### src/rtl/btn_debounce.sv
// rtl/btn_debounce.sv - push-button synchronizer, debouncer and long-press detector
// stable follows btn_in once it has held a level for DEBOUNCE_CYCLES samples; hold flags a long press.

module btn_debounce #(
    parameter int unsigned DEBOUNCE_CYCLES = 1000000,
    parameter int unsigned HOLD_CYCLES     = 100000000,
    parameter int unsigned CNT_W           = $clog2(DEBOUNCE_CYCLES + 1),
    parameter int unsigned HOLD_W          = $clog2(HOLD_CYCLES + 1)
) (
    input  logic clk,
    input  logic rst,
    input  logic btn_in,
    output logic stable,
    output logic hold
);

    typedef enum logic [1:0] {
        S_LOW  = 2'd0,
        S_RISE = 2'd1,
        S_HIGH = 2'd2,
        S_FALL = 2'd3
    } state_t;

    localparam logic [CNT_W-1:0]  CNT_LAST = CNT_W'(DEBOUNCE_CYCLES - 1);
    localparam logic [HOLD_W-1:0] HOLD_MAX = HOLD_W'(HOLD_CYCLES);
    localparam logic [HOLD_W-1:0] HOLD_PRE = HOLD_W'(HOLD_CYCLES - 1);

    state_t              state;
    logic                sync_ff1;
    logic                sync_ff2;
    logic                btn_s;
    logic [CNT_W-1:0]    cnt;
    logic [HOLD_W-1:0]   hold_cnt;
    logic                cnt_last;
    logic                stable_fall;

    assign btn_s       = sync_ff2;
    assign cnt_last    = (cnt == CNT_LAST);
    assign stable_fall = (state == S_FALL) && !btn_s && cnt_last;

    always_ff @(posedge clk or posedge rst) begin
        if (rst) begin
            sync_ff1 <= 1'b0;
            sync_ff2 <= 1'b0;
        end else begin
            sync_ff1 <= btn_in;
            sync_ff2 <= sync_ff1;
        end
    end

    // Any sample at the old level drops back to the settled state; no partial credit.
    always_ff @(posedge clk or posedge rst) begin
        if (rst) begin
            state  <= S_LOW;
            cnt    <= '0;
            stable <= 1'b0;
        end else begin
            case (state)
                S_LOW: begin
                    stable <= 1'b0;
                    if (btn_s) begin
                        state <= S_RISE;
                        cnt   <= CNT_W'(1);
                    end
                end
                S_RISE: begin
                    if (!btn_s) begin
                        state <= S_LOW;
                        cnt   <= '0;
                    end else if (cnt_last) begin
                        state  <= S_HIGH;
                        stable <= 1'b1;
                        cnt    <= '0;
                    end else begin
                        cnt <= cnt + CNT_W'(1);
                    end
                end
                S_HIGH: begin
                    stable <= 1'b1;
                    if (!btn_s) begin
                        state <= S_FALL;
                        cnt   <= CNT_W'(1);
                    end
                end
                S_FALL: begin
                    if (btn_s) begin
                        state <= S_HIGH;
                        cnt   <= '0;
                    end else if (cnt_last) begin
                        state  <= S_LOW;
                        stable <= 1'b0;
                        cnt    <= '0;
                    end else begin
                        cnt <= cnt + CNT_W'(1);
                    end
                end
                default: begin
                    state  <= S_LOW;
                    stable <= 1'b0;
                    cnt    <= '0;
                end
            endcase
        end
    end

    // Release bounce in S_FALL still counts as pressed; the counter saturates so hold never re-triggers.
    always_ff @(posedge clk or posedge rst) begin
        if (rst) begin
            hold_cnt <= '0;
            hold     <= 1'b0;
        end else if (!stable || stable_fall) begin
            hold_cnt <= '0;
            hold     <= 1'b0;
        end else begin
            if (hold_cnt != HOLD_MAX) begin
                hold_cnt <= hold_cnt + HOLD_W'(1);
            end
            if (hold_cnt >= HOLD_PRE) begin
                hold <= 1'b1;
            end
        end
    end

endmodule

### config.mk
export PLATFORM = sky130hd
export DESIGN_NAME = btn_debounce
export DESIGN_NICKNAME = d
export VERILOG_FILES = /design/src/rtl/btn_debounce.sv
export SDC_FILE = /design/constraint.sdc
export NUM_CORES = 1
export LEC_CHECK = 0
export CORE_MARGIN = 5
export CORE_UTILIZATION = 56
export CTS_CLUSTER_SIZE = 14
export DETAILED_ROUTE_END_ITERATION = 8
export GPL_TIMING_DRIVEN = 0
export PLACE_DENSITY = 0.88
export SYNTH_ARGS = -nofsm -noshare
export SYNTH_HDL_FRONTEND = slang
export SYNTH_SLANG_ARGS = --single-unit
### constraint.sdc
create_clock -name clk -period 2.05 [get_ports clk]
set_clock_uncertainty 0.1 [all_clocks]
set_input_delay 0.41 -clock clk [delete_from_list [all_inputs] [get_ports clk]]
set_output_delay 0.41 -clock clk [all_outputs]
set_load 0.05 [all_outputs]
==> results.md, run 1 <==
* Status: complete, no violations
* Vias per std cell at around 6
* Core area at just over 0.005 mm2
* NetSw at roughly 0.0011 W
* Cell row count at 26
* Number of synthesized register bits at 53
* Final hold violation count at 0
* Die X at 82.2 um
* Biggest area consumer among synthesized cells: dfrtp_1
* Top-area cell type share of the netlist area at 45.4%
* Max Cap Violations at 0
* Clk sink count at 53
* Insertion delay to the later sink of the worst-skew pair at 310 ps
* First-pass GRT wire length at 10100 um
* Asr flop ratio synth at 100%
* Leak at 1.43 nW
* Sequential Area at 0.00133 mm2
* Syn_nets at 326
* Setup violations, final at 0
* Sequential fraction of design power at between 40% and 50%
* Post-DP HPWL at 4050 um
* Total Wirelength at 6170 um
* Largest net degree at the start of global routing at 33
* CP Cell Sequence: nor4b_2 > nand4_1 > buf_4 > o41ai_4 > buf_6 > buf_6 > nor2_1
* Slew margin rel. at 66.3%
* Combinational share of power at a little over a third
* Port buffer count at 4
* CTS tree: done
* Max-slew violations at 0
* Vias at 2378
* Clock tree buffer depth at 2
* Period minus WS final at 2010 ps
* CP Buf/Inv Count at 3
* Critical path class: reg2reg
* Initial core utilization at a little under three fifths
* RSZ-0062 raised after global routing: yes
* Cells after synthesis at about 320
* Layout fillers at 425
* Die area at 0.00676 mm2
* CP max stage delay at 470 ps
* CP max-delay cell: dfrtp_2
* Clock tree root buffer cell: clkbuf_8
* Power per cell area at slightly below 900 mW/mm2
* Critical Path Most Common Cell: buf_6
* Nets at between 300 and 400
* Clock-pin slew on the worst setup and hold paths at 100 ps
* Post-synth EDFFs at 0
* Worst slew pin tran at 506 ps
* Critical path arrival at about 2100 ps
* CP top delay family: simple AND/OR/NAND/NOR gates
* Avg WL per Cell at 15.2 um
* Overflow after GRT at 0
* CTS H-tree lvls at 2
* Io pins at 5
* WP data required at 2140 ps
* Total GRT Usage at 19.3%
* Achievable Freq at 498 MHz
* Crit-path max FO at 10
* Register area share after synthesis at 45.4%
* Ratio of cells with drive above 1 in the final layout at 16.0%
* Vias in the first global route at 2257
* Antenna cells at 0
* Net Sw Frac at 35.7%
* Gpl congestion at 0.914
* Prevailing post-synth register cell: dfrtp_1
* Setup TNS at 0 ps
* Hold WC Path Type: reg2reg
* Clk pwr share at a little under a quarter
* Mapped Avg Cell Area at roughly 9 um2
* Post-synth top cells: 53 x dfrtp_1, 47 x nor2_1, 26 x nand2_1
* Internal power at 0.00191 W
* Crit end category: register
* Remaining DRCs at 0
* DRT antenna net count at 0
* Total CTS buffers at 5
* Area grow syn2layout at 17.1%
* Fin util at 67.4%
* CP Launch Type: register
* Area occupied by multi-input gates at 0.00165 mm2
* Top post-synthesis cells by area: dfrtp_1 45%, nor2_1 6.0%, xor2_1 4.5%
* First-pass DRT Iterations at 4
* Count leader, synth: dfrtp_1
* VDD IR max at 0.000532 V
* Initial antenna violation count at 0
* Tcrit/Tclk final at 98.0%
* Count of unique library cells instantiated by Yosys at 43
* Die Height at slightly above 80 um
* Drt first-iter violations at 120
* Post-synthesis cell area at slightly below 0.003 mm2
* Synth warnings at 0
-- area by class of cell --
type / count / area share (%)
Sequential cell: 53 / 39.0
Timing Repair Buffer: 15 / 4.10
Clock buffer: 5 / 2.01
Clock inverter: 2 / 1.02
Buffer: 7 / 1.54
Inverter: 15 / 1.65
Tap cell: 70 / 2.56
Multi-Input combinational cell: 240 / 48.1
-- flip-flops by register name, indices dropped and copies added, names as in the netlist, named ones only --
signal / count
hold: 1
stable: 1
btn_s: 1
cnt: 20
hold_cnt: 27
sync_ff1: 1
state: 1
-- path summary, 6_finish.rpt --
kind,start,to,slack [ps],cells past startpoint
setup / recovery,cnt[7],hold_cnt[6],40,7
hold / removal,sync_ff1,btn_s,260,0
setup reg to reg,cnt[7],hold_cnt[6],40,7
hold reg to reg,sync_ff1,btn_s,260,0
max in group asynchronous,rst,cnt[15],970,3
min in group asynchronous,rst,hold_cnt[2],330,2
-- layout by cell type, fill, tap and decap left out, types with 2 or more instances in the layout --
master,instances
a31oi_1,5
mux2_2,2
a21oi_1,9
or3_1,4
nand3_1,21
and4_1,3
buf_6,4
nor3_2,3
o311ai_1,4
nor2_1,46
buf_4,9
ha_1,5
inv_1,14
a21o_1,4
mux2i_1,5
xor2_1,15
nor3_4,2
dfrtp_1,48
o21ai_0,15
nor4_1,2
dfrtp_2,5
ha_4,2
nand2_1,26
clkdlybuf4s50_1,2
nor3_1,5
and3_1,8
clkbuf_1,3
clkbuf_8,5
xnor2_1,10
nand4_1,16
-- power by group through the flow --
stage | Sequential [W] | Clock [W] | Combinational [W]
floorplan | 0.00122 | 0 | 0.000642
global route | 0.00122 | 0.000742 | 0.00119
CTS | 0.00119 | 0.000709 | 0.000944
detailed placement | 0.00121 | 0 | 0.000884
global placement | 0.00120 | 0 | 0.000845
finish | 0.00121 | 0.000687 | 0.00107
-- metal layers --
layer | wire (um) | global-route usage [%] | vias up
met2 | 3220 | 34.6 | 47
li1 | - | - | 1164
met4 | 66 | 6.48 | 0
met5 | 0 | 0 | -
met1 | 2680 | 23.1 | 1156
met3 | 209 | 3.47 | 11
-- per-stage QoR --
| stage | total power, W | hold WS, ps | setup slack (ps) | cells | instance area (um2) |
|---|---|---|---|---|---|
| 2_1_floorplan | 0.00186 | 231 | 2.78 | 316 | 2920 |
| 3_3_place_gp | 0.00205 | 232 | -710 | 390 | 3050 |
| 3_5_place_dp | 0.00209 | 244 | -301 | 391 | 3070 |
| 4_1_cts | 0.00285 | 266 | 13.1 | 403 | 3260 |
| 5_1_grt | 0.00315 | 284 | -35.3 | 407 | 3420 |
| 6_report | 0.00297 | 262 | 41.6 | 407 | 3420 |
-- cell families (layout without fill, tap and decap cells) --
family | after synthesis | in the layout | synth area share (%)
simple gates | 151 | 151 | 26.4
flops | 53 | 53 | 45.4
compound gates | 47 | 47 | 10.6
xor+xnor | 25 | 25 | 7.50
buf+inv | 23 | 44 | 3.51
mux | 10 | 10 | 3.56
fa+ha+maj | 7 | 7 | 3.00
-- timing repair --
action,in CTS,in global routing
buffers inserted,6,4
gates resized for setup,18,29
hold buffers,0,0
endpoints found under the setup margin,49,42
pin swaps,6,2
(Power assumes the default switching activity.)
==> run 2, diff against run 1 <==
CAP_MARGIN = 20   (was not set)
CORE_UTILIZATION = 60   (was 56)
PLACE_DENSITY = 0.89   (was 0.88)
clock period = 2.3 ns   (was 2.05 ns; I/O delays follow)
==> results.md, run 2 (same netlist as run 1, synthesis figures left out) <==
* Initial antenna violation count at 0 (unchanged)
* Antenna cells at 0 (unchanged)
* Avg WL per Cell at 14.3 um (-5.5%)
* Worst slew pin tran at 725 ps (+218 ps)
* VDD IR max at 0.000414 V (-22%)
* Leak at 1.35 nW (-5.3%)
* Initial core utilization at 61.8% (+4.3 points)
* Largest net degree at the start of global routing at 43 (+30%)
* Hold WS at 257 ps (-4.51 ps)
* Gpl congestion at 0.869 (-4.9%)
* Max-slew violations at 0 (unchanged)
* Critical path class: reg2reg
* Io pins at 5 (unchanged)
* Post-Layout Inst Area at 0.00322 mm2 (-5.7%)
* Post-DP HPWL at 3980 um (-1.7%)
* DRT antenna net count at 0 (unchanged)
* Power per cell area at 778 mW/mm2 (-10%)
* Period minus WS final at 2250 ps (+242 ps)
* Crit end category: register
* Vias per std cell at 5.86 (+0.37%)
* Fin util at 68.3% (+0.91 points)
* Final hold violation count at 0 (unchanged)
* CP Launch Type: register
* RSZ-0062 raised after global routing: yes
* Area occupied by multi-input gates at 0.00152 mm2 (-7.8%)
* First-pass DRT Iterations at 4 (unchanged)
* Critical path arrival at 2340 ps (+240 ps)
* Vias at 2340 (-1.6%)
* CTS H-tree lvls at 2 (unchanged)
* Total CTS buffers at 5 (unchanged)
* Achievable Freq at 444 MHz (-11%)
* Crit-path max FO at 5 (-5)
* Cell row count at 25 (-3.8%)
* Slew margin rel. at 51.7% (-15 points)
* Nets at 341 (-1.7%)
* Max reg flops at 27 (unchanged)
* Overflow after GRT at 0 (unchanged)
* Die Height at 79.8 um (-3.0%)
* Die area at 0.00636 mm2 (-5.9%)
* Max Cap Violations at 0 (unchanged)
* Power Total at 0.00251 W (-15%)
* Biggest register: hold_cnt
* Die X at 79.8 um (-3.0%)
* Commonest non-fill, non-tap cell in the layout: dfrtp_1
* Clk sink count at 53 (unchanged)
* Remaining DRCs at 0 (unchanged)
* Total GRT Usage at 20.0% (+0.69 points)
* Clock-pin slew on the worst setup and hold paths at 100 ps (about the same)
* Largest regs: hold_cnt: 27 flops, cnt: 20 flops
* Setup violations, final at 0 (unchanged)
* Drt first-iter violations at 120 (unchanged)
* Clock tree buffer depth at 2 (unchanged)
* Layout fillers at 363 (-15%)
* WP data required at 2390 ps (+250 ps)
* Tcrit/Tclk final at 97.9% (-0.12 points)
* Most frequent cells in the layout: 53 x dfrtp_1, 47 x nor2_1, 26 x nand2_1
* Area grow syn2layout at 10.5%
* Ratio of cells with drive above 1 in the final layout at 8.43% (-7.6 points)
* CTS tree: done
* Status: complete, no violations
* Placed Area at 0.00306 mm2 (-0.12%)
* Sequential Area at 0.00133 mm2 (-0.47%)
* Vias in the first global route at 2254 (-0.13%)
* Insertion delay to the later sink of the worst-skew pair at 310 ps (about the same)
* Total Wirelength at 5720 um (-7.4%)
* Port buffer count at 4 (unchanged)
* Hold WC Path Type: reg2reg
* First-pass GRT wire length at 10100 um (-0.41%)
* Setup TNS at 0 ps (unchanged)
* Core area at 0.00472 mm2 (-6.9%)
* Clock tree root buffer cell: clkbuf_8
-- run 2: metal layers --
layer	vias to the layer above	track usage, %	routed length, um
li1	1156	-	-
met1	1140	25.3	2620
met2	38	34.1	2850
met3	6	3.72	189
met4	0	6.93	64
met5	-	0	0
-- run 2: critical path: stages, from the launching register on --
cell	delay, ps
dfrtp_1	450
ha_1	260
nand4_1	320
nor4_4	300
or3b_2	500
xor2_1	160
nor2_1	60
-- run 2: final cells by class --
class	count	share of cell area, %
repair buffers	8	2.56
multi-input cells	240	47.0
clock buffers	6	2.25
flip-flops and latches	53	41.1
clock inverters	2	1.20
well taps	67	2.60
plain buffers	8	1.47
inverters	15	1.75
-- run 2: what timing repair did --
item,4_1_cts,5_1_grt
pin swaps,3,0
gates resized for setup,2,5
buffers inserted,3,0
hold buffers,0,0
setup endpoints to repair,20,15
endpoints found under the hold margin,0,0
-- run 2: path summary, 6_finish.rpt --
check	slack, ps	startpoint	endpoint	depth (start not counted)
worst max-delay path	50	hold_cnt[0]	hold_cnt[18]	6
worst min-delay path	260	sync_ff1	btn_s	0
worst max register to register	50	hold_cnt[0]	hold_cnt[18]	6
worst min register to register	260	sync_ff1	btn_s	0
max in group asynchronous	1290	rst	hold_cnt[2]	3
min in group asynchronous	300	rst	cnt[14]	2
-- run 2: metrics by stage --
step,std cells,worst slack (ps)
after global routing,399,-26.3
after detailed placement,388,-37.3
final,399,49.3
after CTS,399,28.9
after floorplan,316,253
after global placement,387,-512
-- run 2: power breakdown --
group          switching [W]  internal, W
clock               0.000302     0.000327
sequential         0.0000694     0.000992
combinational       0.000512     0.000305
total               0.000884      0.00162
==> run 3, diff against run 2 <==
GPL_ROUTABILITY_DRIVEN = 0   (was not set)
==> results of run 3 <==
Final layout, timing and power as in run 2 (identical DEF).
